[src/rtl/imc_readout_ctrl.sv]
// Wishbone read sequencer for the IMC SA/OB readout mux: fires the sense amps, waits for the OB, registers data, acks.
// Optional OB_WAIT timeout (ERR_WORD response, sticky rd_err_o) is built when IMC_RD_TIMEOUT_EN is defined.
module imc_readout_ctrl #(
    parameter int unsigned SA_LAT   = 2,
    parameter int unsigned TIMEOUT  = 255,
    parameter logic [31:0] ERR_WORD = 32'hDEAD_0B0B
) (
    input  logic        wb_clk_i,
    input  logic        wb_rst_n,
    input  logic        wbs_cyc_i,
    input  logic        wbs_stb_i,
    input  logic        wbs_we_i,
    input  logic [3:0]  wbs_adr_i,
    input  logic [31:0] mux_data_i,
    input  logic        ob_valid_i,
    output logic [2:0]  mux_sel_o,
    output logic        sa_en_o,
    output logic        ob_rd_done_o,
    output logic        wbs_ack_o,
    output logic [31:0] wbs_dat_o,
    output logic        busy_o,
    output logic        rd_err_o
);

    typedef enum logic [2:0] {
        IDLE,
        SA_FIRE,
        SA_WAIT,
        OB_WAIT,
        CAPTURE,
        ACK
    } state_t;

    localparam logic [2:0] SEL_IDLE  = 3'b000;
    localparam logic [2:0] SEL_OB_LO = 3'b001;
    localparam logic [2:0] SEL_OB_HI = 3'b010;
    localparam logic [2:0] SEL_SA    = 3'b100;

    localparam logic [3:0] SA_LOAD = 4'(SA_LAT - 1);

    state_t     state;
    logic [3:0] sa_cnt;
    logic       null_acc;
    logic       ob_hi;

    logic req;
    logic rd_sa;
    logic rd_ob_lo;
    logic rd_ob_hi;

    assign req      = wbs_cyc_i & wbs_stb_i;
    assign rd_sa    = !wbs_we_i && (wbs_adr_i == 4'h0);
    assign rd_ob_lo = !wbs_we_i && (wbs_adr_i == 4'h4);
    assign rd_ob_hi = !wbs_we_i && (wbs_adr_i == 4'h8);

`ifdef IMC_RD_TIMEOUT_EN
    localparam logic [7:0] TO_LAST = 8'(TIMEOUT - 1);

    logic [7:0] to_cnt;
    logic       rd_err_q;

    assign rd_err_o = rd_err_q;
`else
    assign rd_err_o = 1'b0;
`endif

    // Writes and unmapped offsets pass through CAPTURE with null_acc set so they
    // return zero data one cycle later, never touching the mux or sense amps.
    always_ff @(posedge wb_clk_i or negedge wb_rst_n) begin
        if (!wb_rst_n) begin
            state        <= IDLE;
            sa_cnt       <= 4'd0;
            null_acc     <= 1'b0;
            ob_hi        <= 1'b0;
            mux_sel_o    <= SEL_IDLE;
            sa_en_o      <= 1'b0;
            ob_rd_done_o <= 1'b0;
            wbs_ack_o    <= 1'b0;
            wbs_dat_o    <= 32'd0;
            busy_o       <= 1'b0;
`ifdef IMC_RD_TIMEOUT_EN
            to_cnt       <= 8'd0;
            rd_err_q     <= 1'b0;
`endif
        end else begin
            sa_en_o      <= 1'b0;
            wbs_ack_o    <= 1'b0;
            ob_rd_done_o <= 1'b0;

            case (state)
                IDLE: begin
                    if (req) begin
                        busy_o   <= 1'b1;
                        null_acc <= 1'b0;
                        ob_hi    <= 1'b0;
`ifdef IMC_RD_TIMEOUT_EN
                        to_cnt   <= 8'd0;
`endif
                        if (rd_sa) begin
                            state     <= SA_FIRE;
                            sa_en_o   <= 1'b1;
                            mux_sel_o <= SEL_SA;
                        end else if (rd_ob_lo) begin
                            state     <= OB_WAIT;
                            mux_sel_o <= SEL_OB_LO;
                        end else if (rd_ob_hi) begin
                            state     <= OB_WAIT;
                            mux_sel_o <= SEL_OB_HI;
                            ob_hi     <= 1'b1;
                        end else begin
                            state     <= CAPTURE;
                            null_acc  <= 1'b1;
                        end
                    end
                end

                SA_FIRE: begin
                    sa_cnt <= SA_LOAD;
                    state  <= SA_WAIT;
                end

                SA_WAIT: begin
                    if (!wbs_cyc_i) begin
                        state     <= IDLE;
                        busy_o    <= 1'b0;
                        mux_sel_o <= SEL_IDLE;
                    end else if (sa_cnt == 4'd0) begin
                        state <= CAPTURE;
                    end else begin
                        sa_cnt <= sa_cnt - 4'd1;
                    end
                end

                // ob_valid_i is only looked at from inside OB_WAIT, which gives the one-cycle minimum.
                OB_WAIT: begin
                    if (!wbs_cyc_i) begin
                        state     <= IDLE;
                        busy_o    <= 1'b0;
                        mux_sel_o <= SEL_IDLE;
                    end else if (ob_valid_i) begin
                        state <= CAPTURE;
`ifdef IMC_RD_TIMEOUT_EN
                    end else if (to_cnt == TO_LAST) begin
                        state     <= ACK;
                        wbs_ack_o <= 1'b1;
                        wbs_dat_o <= ERR_WORD;
                        mux_sel_o <= SEL_IDLE;
                        rd_err_q  <= 1'b1;
                    end else begin
                        to_cnt <= to_cnt + 8'd1;
`endif
                    end
                end

                CAPTURE: begin
                    wbs_dat_o    <= null_acc ? 32'd0 : mux_data_i;
                    wbs_ack_o    <= 1'b1;
                    ob_rd_done_o <= ob_hi && !null_acc;
                    mux_sel_o    <= SEL_IDLE;
                    state        <= ACK;
                end

                ACK: begin
                    state  <= IDLE;
                    busy_o <= 1'b0;
                end

                default: begin
                    state     <= IDLE;
                    busy_o    <= 1'b0;
                    mux_sel_o <= SEL_IDLE;
                end
            endcase
        end
    end

endmodule

[config.mk]
export PLATFORM = sky130hd
export DESIGN_NAME = imc_readout_ctrl
export DESIGN_NICKNAME = d
export VERILOG_FILES = /design/src/rtl/imc_readout_ctrl.sv
export SDC_FILE = /design/constraint.sdc
export NUM_CORES = 1
export LEC_CHECK = 0
export ABC_AREA = 1
export BUFFER_PORTS_ARGS = -buffer_cell sky130_fd_sc_hd__buf_2
export CAP_MARGIN = 5
export CORE_MARGIN = 4
export CORE_UTILIZATION = 48
export CTS_CLUSTER_SIZE = 40
export DETAILED_ROUTE_END_ITERATION = 10
export MAX_ROUTING_LAYER = met4
export PLACE_DENSITY = 0.79
export SETUP_SLACK_MARGIN = 0.02
export SLEW_MARGIN = 20
export SYNTH_ARGS = -nofsm -noshare
export SYNTH_HDL_FRONTEND = slang
export SYNTH_SLANG_ARGS = --single-unit
[constraint.sdc]
create_clock -name wb_clk_i -period 1.61 [get_ports wb_clk_i]
set_input_delay 0 -clock wb_clk_i [delete_from_list [all_inputs] [get_ports wb_clk_i]]
set_output_delay 0 -clock wb_clk_i [all_outputs]
set_load 0.01 [all_outputs]
==> results by group, run 1 <==
Logic synthesis
  – Sequential fraction of the synthesis area: approximately 57%
  – Mux share of post-synthesis cell area: 0%
  – Synth Area in XOR/XNOR: less than 1%
  – Library cells used by synthesis: 26
  – YS warnings: 0
  – Yosys reg bits: between 40 and 50
  – Compound-gate portion of the synthesized area: 11.4%
  – Largest family of logic cells by synthesized area: simple AND/OR/NAND/NOR gates
  – Synthesized instance count: 250
  – Simple-gate portion of the synthesized area: a little under a quarter
  – Post-Syn Area: around 2100 sq um
  – Syn_area_per_cell: between 8 and 9 sq um
  – Adder-Cell Fraction of Synth Area: between 1 and 1.5%
  – Syn nets: between 200 and 300

Timing
  – Number of setup violations in the final report: 0
  – Slew HR: 61.6%
  – Clock Skews: 0.00546 ns
  – Final slew viol count: 0
  – Final Cycle Share: between 80% and 90%
  – Top achievable clock speed: about 750 MHz
  – Setup TNS: 0 ns
  – Slew @ Worst Pin: about 0.58 ns
  – Final hold violation count: 1
  – WHS: -0.000960 ns
  – Fin crit period: between 1 and 1.5 ns
  – RSZ-0062 raised after global routing: false

Setup path
  – CP peak stage delay: between 0.3 and 0.4 ns
  – Arr. time, crit path: between 1.5 and 2 ns
  – Crit start category: register
  – Crit. End Element: register
  – Crit path max fanout: 5
  – Critical path, cell by cell: inv_1, nand2_2, nor2_4, nand2_1, nand2_1, o21ai_1, nand2_1, o21ai_0
  – Critical path origin: state[2]$_DFFE_PN0P_
  – Worst setup path endpoint: sa_cnt[1]$_DFFE_PN0P_
  – Reg-to-reg startpoint: state[2]$_DFFE_PN0P_
  – Critical path type: reg2reg
  – R2R cell count: 8
  – R2R setup slack: approximately 0.28 ns
  – Number of buffers and inverters on the critical path: 1
  – Worst EP required: roughly 1.8 ns
  – RR Endpoint: sa_cnt[1]$_DFFE_PN0P_
  – CP delay by family, top: simple AND/OR/NAND/NOR gates
  – Slowest-stage cell, CP: dfrtp_1
  – Critical path depth: 8
  – Critical Path Most Common Cell: nand2_1

CTS
  – Hold-fix buffers, CTS: 33
  – CTS tree: yes
  – Clk Latency, worst-skew pair: around 0.3 ns
  – Root Buffer: clkbuf_8
  – Clock transition at path regs: about 0.090 ns
  – Sink Count: 48
  – Postcts setup bufs: 0
  – Worst-case clock buffer depth: 2
  – CTS H-tree lvls: 2
  – Num CTS Buffers: 5
  – # resized after CTS: 0

Power
  – Gate power share: a little over two fifths
  – Sw frac: between 30 and 40%
  – VDD IR max: just under 0.8 mV
  – Clock share of power: approximately 23%
  – Sequential group share of total power: a little over a third
  – P_int: roughly 0.0032 W
  – Power per cell area: around 1700 nW/um^2
  – Final Power: 0.00515 W
  – Net Switching: just under 0.002 W
  – Leakage: between 1.5 and 2 nW

Die
  – Die ar.: 5560 sq um
  – Starting Density: roughly 51%
  – # IOs: 82
  – Die Height: between 70 and 80 um
  – Placeable Area: 4140 sq um
  – Die W: between 70 and 80 um
  – Cell row count: 23

Place
  – DP Area: between 2000 and 3000 sq um
  – Routability cong.: 0.827
  – Port Buffer Count: 80
  – HPWL after DPL: roughly 3.3 mm

Final layout
  – Layout cell share with drive strength beyond 1: roughly 28%
  – Commonest non-fill, non-tap cell in the layout: nand2_1
  – Final nets: between 400 and 500
  – Area Overhead vs Synth: 44.6%
  – Post-route cell area: slightly above 3000 sq um
  – # diodes: 0
  – Fillers: 277
  – Commonest cells after routing, fill and taps aside: nand2_1, buf_2, dfrtp_1

Drt
  – DR WL/cell: ~13 um
  – Drt first pass iters: 4
  – WL final: around 5.5 mm
  – Starting DRT DRC Count: 132
  – DRC errors left: 0
  – Number of antenna-violating nets in the routed design: 0
  – Routed vias/inst: slightly below 5
  – Vias: about 2000

Run
  – Max-cap check violation count: 0

Global routing
  – Largest net degree at the start of global routing: between 60 and 70
  – Total gr overflow: 0
  – Initial antenna violation count: 0
  – Number of global-route vias before repair: between 2000 and 2500
  – GRT Overall Usage: between 20% and 30%
  – Global-route wire length before repair: ~9.4 mm

Worst hold path
  – Min-Delay Path Class: in2reg

Run status
  – Status: finished with violations
  – Failing checks: hold timing
-- stage by stage --
| step | instances | util, % | setup WS (ns) |
|---|---|---|---|
| after floorplan | 250 | - | 0.405 |
| after global placement | 372 | 62.4 | 0.362 |
| after detailed placement | 372 | 62.4 | 0.295 |
| after CTS | 413 | 74.2 | 0.287 |
| after global routing | 413 | 74.2 | 0.128 |
| final | 413 | 74.2 | 0.281 |
-- cells by family after synthesis --
logic type      Yosys count
flops                    48
simple gates            121
compound gates           46
other cells               1
xor+xnor                  2
buf+inv                  30
fa+ha+maj                 2
-- area by class of cell --
class	count	area [sq um]	share of cell area, %
Multi-Input combinational cell	172	790	25.7
Clock buffer	5	68.8	2.24
Tap cell	50	62.6	2.04
Timing Repair Buffer	116	791	25.7
Inverter	19	71.3	2.32
Sequential cell	48	1200	39.1
Clock inverter	3	90.1	2.93
-- power by group through the flow --
stage	logic, W	registers [W]	clock network [W]
after floorplan	0.00124	0.00198	0
after global placement	0.00201	0.00182	0
after detailed placement	0.00206	0.00184	0
after CTS	0.00214	0.00181	0.00120
after global routing	0.00246	0.00187	0.00126
final	0.00215	0.00182	0.00117
-- cells in the mapped netlist --
cell type,number,area (sq um)
a21oi_1,1,5.00
a22oi_2,1,12.5
and2_1,1,6.26
buf_2,3,15.0
buf_4,1,7.51
buf_6,2,22.5
clkbuf_1,5,18.8
clkinv_1,1,3.75
conb_1,1,3.75
dfrtp_1,48,1200
ha_1,2,25.0
inv_1,16,60.1
inv_2,2,7.51
nand2_1,94,353
nand2_2,3,18.8
nand3_1,7,35.0
nand3_2,1,10.0
nand4_1,3,18.8
nor2_1,8,30.0
nor2_2,3,18.8
nor2_4,1,11.3
o211ai_1,1,7.51
o21ai_0,33,165
o21ai_1,9,45.0
o22ai_1,1,6.26
xor2_1,2,17.5
-- worst min path at each step --
stage	cells past startpoint	startpoint	to	slack [ns]
detailed placement	1	wb_rst_n	wbs_dat_o[12]$_DFFE_PN0P_	0.03
global placement	1	wb_rst_n	wbs_dat_o[12]$_DFFE_PN0P_	0.03
CTS	3	mux_data_i[25]	wbs_dat_o[25]$_DFFE_PN0P_	0.0004
finish	3	mux_data_i[25]	wbs_dat_o[25]$_DFFE_PN0P_	-0.001
global route	3	mux_data_i[25]	wbs_dat_o[25]$_DFFE_PN0P_	0.01
floorplan	0	wb_rst_n	busy_o$_DFFE_PN0P_	-0.30
-- sequential cells by signal, indices dropped and copies added (netlist names) --
signal,count
busy_o,1
mux_sel_o,3
ob_rd_done_o,1
sa_cnt,4
wbs_ack_o,1
wbs_dat_o,32
null_acc,1
sa_en_o,1
ob_hi,1
state,3
-- worst register-to-register path: stages, from the launching register on --
cell and delay [ns]:
dfrtp_1 0.39, inv_1 0.15, nand2_2 0.10, nor2_4 0.15
nand2_1 0.11, nand2_1 0.09, o21ai_1 0.09, nand2_1 0.07
o21ai_0 0.07
-- layer usage --
metal	global-route usage, %	vias to the layer above	routed length, um
li1	-	1018	-
met4	6.72	0	101
met5	-	-	0
met3	4.19	11	436
met2	40.2	70	2720
met1	26.5	929	2250
(Power assumes the default switching activity.)
==> run 2: changes to the inputs <==
Clock period 1.61 ns to 1.3 ns, I/O delays scaled along.
==> run 2 against run 1 <==
Compared with the run above: the run now ends clean; global-route usage down 2.1 points; via count increased by 0.39%; setup slack lost 0.25 ns; critical path depth decreased by 1; clock skew up 0.00095 ns; sequential cell count stayed put; clock power is 11% lower; final cell count grew 1.5%; die area stayed put; cell area up 1.3%; highest routed layer unchanged.
==> results by group, run 2 (synthesis results as in run 1) <==
Drt
  – DR WL/cell: 13.1 um (was 13.4 um)
  – Routed vias/inst: 4.86 (was 4.91)
  – DRC errors left: 0 (unchanged)
  – Number of antenna-violating nets in the routed design: 0 (unchanged)
  – Starting DRT DRC Count: 128 (was 132)
  – Vias: 2036 (was 2028)
  – Drt first pass iters: 5 (was 4)
  – WL final: 5.50 mm (was 5.52 mm)

Final layout
  – Final nets: 412 (was 406)
  – Area Overhead vs Synth: 46.4% (was 44.6%)
  – Fillers: 303 (was 277)
  – Max reg flops: 32 (unchanged)
  – # diodes: 0 (unchanged)
  – Commonest non-fill, non-tap cell in the layout: nand2_1 (unchanged)
  – Largest registers: wbs_dat_o (32), sa_cnt (4) (unchanged)
  – Layout cell share with drive strength beyond 1: 32.5% (was 28.1%)
  – Register name with the most flops: wbs_dat_o (unchanged)
  – Post-Layout Cell Count: 419 (was 413)
  – Commonest cells after routing, fill and taps aside: nand2_1, buf_2, dfrtp_1 (unchanged)

Global routing
  – Global-route wire length before repair: 8.63 mm (was 9.42 mm)
  – GRT Overall Usage: 20.8% (was 22.8%)
  – Number of global-route vias before repair: 1996 (was 2025)
  – Largest net degree at the start of global routing: 49 (was 66)
  – Initial antenna violation count: 0 (unchanged)
  – Total gr overflow: 0 (unchanged)

CTS
  – CTS tree: yes (unchanged)
  – Root Buffer: clkbuf_8 (unchanged)
  – Clock transition at path regs: 0.08 ns (was 0.09 ns)
  – Worst-case clock buffer depth: 2 (unchanged)
  – Sink Count: 48 (unchanged)
  – CTS H-tree lvls: 2 (unchanged)
  – Num CTS Buffers: 5 (unchanged)
  – Clk Latency, worst-skew pair: 0.29 ns (was 0.30 ns)

Place
  – HPWL after DPL: 3.37 mm (was 3.33 mm)
  – Placed instance count: 373 (was 372)
  – Pre-CTS setup slack: -0.0504 ns (was 0.295 ns)
  – Routability cong.: 0.805 (was 0.827)
  – Port Buffer Count: 80 (unchanged)

Run
  – Max-cap check violation count: 0 (unchanged)

Timing
  – Number of setup violations in the final report: 0 (unchanged)
  – RSZ-0062 raised after global routing: true (was false)
  – Final hold violation count: 0 (was 1)
  – Clock Skews: 0.00641 ns (was 0.00546 ns)
  – Top achievable clock speed: 787 MHz (was 753 MHz)
  – Fin crit period: 1.27 ns (was 1.33 ns)
  – Final Cycle Share: 97.7% (was 82.5%)
  – Final slew viol count: 0 (unchanged)
  – WHS: 0.0264 ns (was -0.000960 ns)
  – Final worst slack: 0.0299 ns (was 0.281 ns)

Setup path
  – Critical path type: reg2reg (unchanged)
  – Crit path max fanout: 3 (was 5)
  – Crit start category: register (unchanged)
  – Crit. End Element: register (unchanged)
  – Worst EP required: 1.53 ns (was 1.80 ns)
  – Arr. time, crit path: 1.50 ns (was 1.52 ns)

Power
  – Power per cell area: 1990 nW/um^2 (was 1680 nW/um^2)
  – Leakage: 1.66 nW (was 1.65 nW)
  – VDD IR max: 1.16 mV (was 0.785 mV)

Die
  – Starting Density: 51.3% (unchanged)
  – Die ar.: 5560 sq um (unchanged)
  – Die Height: 74.6 um (unchanged)
  – Placeable Area: 4140 sq um (unchanged)
  – Cell row count: 23 (unchanged)
  – # IOs: 82 (unchanged)
  – Die W: 74.6 um (unchanged)

Run status
  – Status: completed (was finished with violations)

Worst hold path
  – Min-Delay Path Class: in2reg (unchanged)
==> run 2: final cells by class <==
class                           instances  area [sq um]  area share, %
Sequential cell                        48          1200           38.7
Multi-Input combinational cell        172           825           26.5
Inverter                               19          71.3           2.29
Tap cell                               50          62.6           2.01
Timing Repair Buffer                  122           840           27.0
Clock inverter                          3          42.5           1.37
Clock buffer                            5          68.8           2.21
==> run 2: through the flow <==
| step | util (%) | cell area [sq um] | TNS, ns | total power (W) |
|---|---|---|---|---|
| 2_1_floorplan | - | 2130 | 0 | 0.00398 |
| 3_3_place_gp | 62.6 | 2590 | 0 | 0.00477 |
| 3_5_place_dp | 62.6 | 2590 | -0.0954 | 0.00486 |
| 4_1_cts | 73.5 | 3050 | 0 | 0.00603 |
| 5_1_grt | 75.1 | 3110 | -0.311 | 0.00672 |
| 6_report | 75.1 | 3110 | 0 | 0.00620 |
==> run 2: where the power goes <==
part	total, W	switching [W]	leakage (nW)	internal, W
combinational	0.00288	0.00173	0.981	0.00115
clock	0.00104	0.000471	0.0541	0.000569
sequential	0.00228	0.000282	0.627	0.00200
==> run 2: worst paths after layout <==
| kind | start | end | slack (ns) | cells after the start |
|---|---|---|---|---|
| min reg2reg | mux_sel_o[0]$_DFFE_PN0P_ | mux_sel_o[0]$_DFFE_PN0P_ | 0.47 | 2 |
| max | sa_cnt[0]$_DFFE_PN0P_ | state[2]$_DFFE_PN0P_ | 0.03 | 7 |
| max reg2reg | sa_cnt[0]$_DFFE_PN0P_ | state[2]$_DFFE_PN0P_ | 0.03 | 7 |
| max in group asynchronous | wb_rst_n | state[0]$_DFFE_PN0P_ | 0.83 | 3 |
| min | wbs_adr_i[3] | ob_hi$_DFFE_PN0P_ | 0.03 | 3 |
| min in group asynchronous | wb_rst_n | wbs_dat_o[5]$_DFFE_PN0P_ | 0.21 | 3 |
==> run 2: timing repair <==
item                                    in CTS  in global routing
hold buffers                                33                  0
buffers inserted                             1                  4
hold endpoints to repair                    80                  0
gates resized for setup                      2                 15
endpoints found under the setup margin       4                 12
pin swaps                                    0                  7
==> run 2: per-layer routing <==
metal,wire length (um),GRT usage (%)
met5,0,-
met4,89,7.11
met3,430,5.00
met1,2190,23.0
met2,2790,36.5
==> run 2: critical path, stage by stage (launching register included) <==
cell,delay [ns]
dfrtp_1,0.39
inv_2,0.07
ha_1,0.17
nand3_2,0.11
nand3_2,0.10
nand2_2,0.06
a21oi_2,0.15
and2_1,0.14
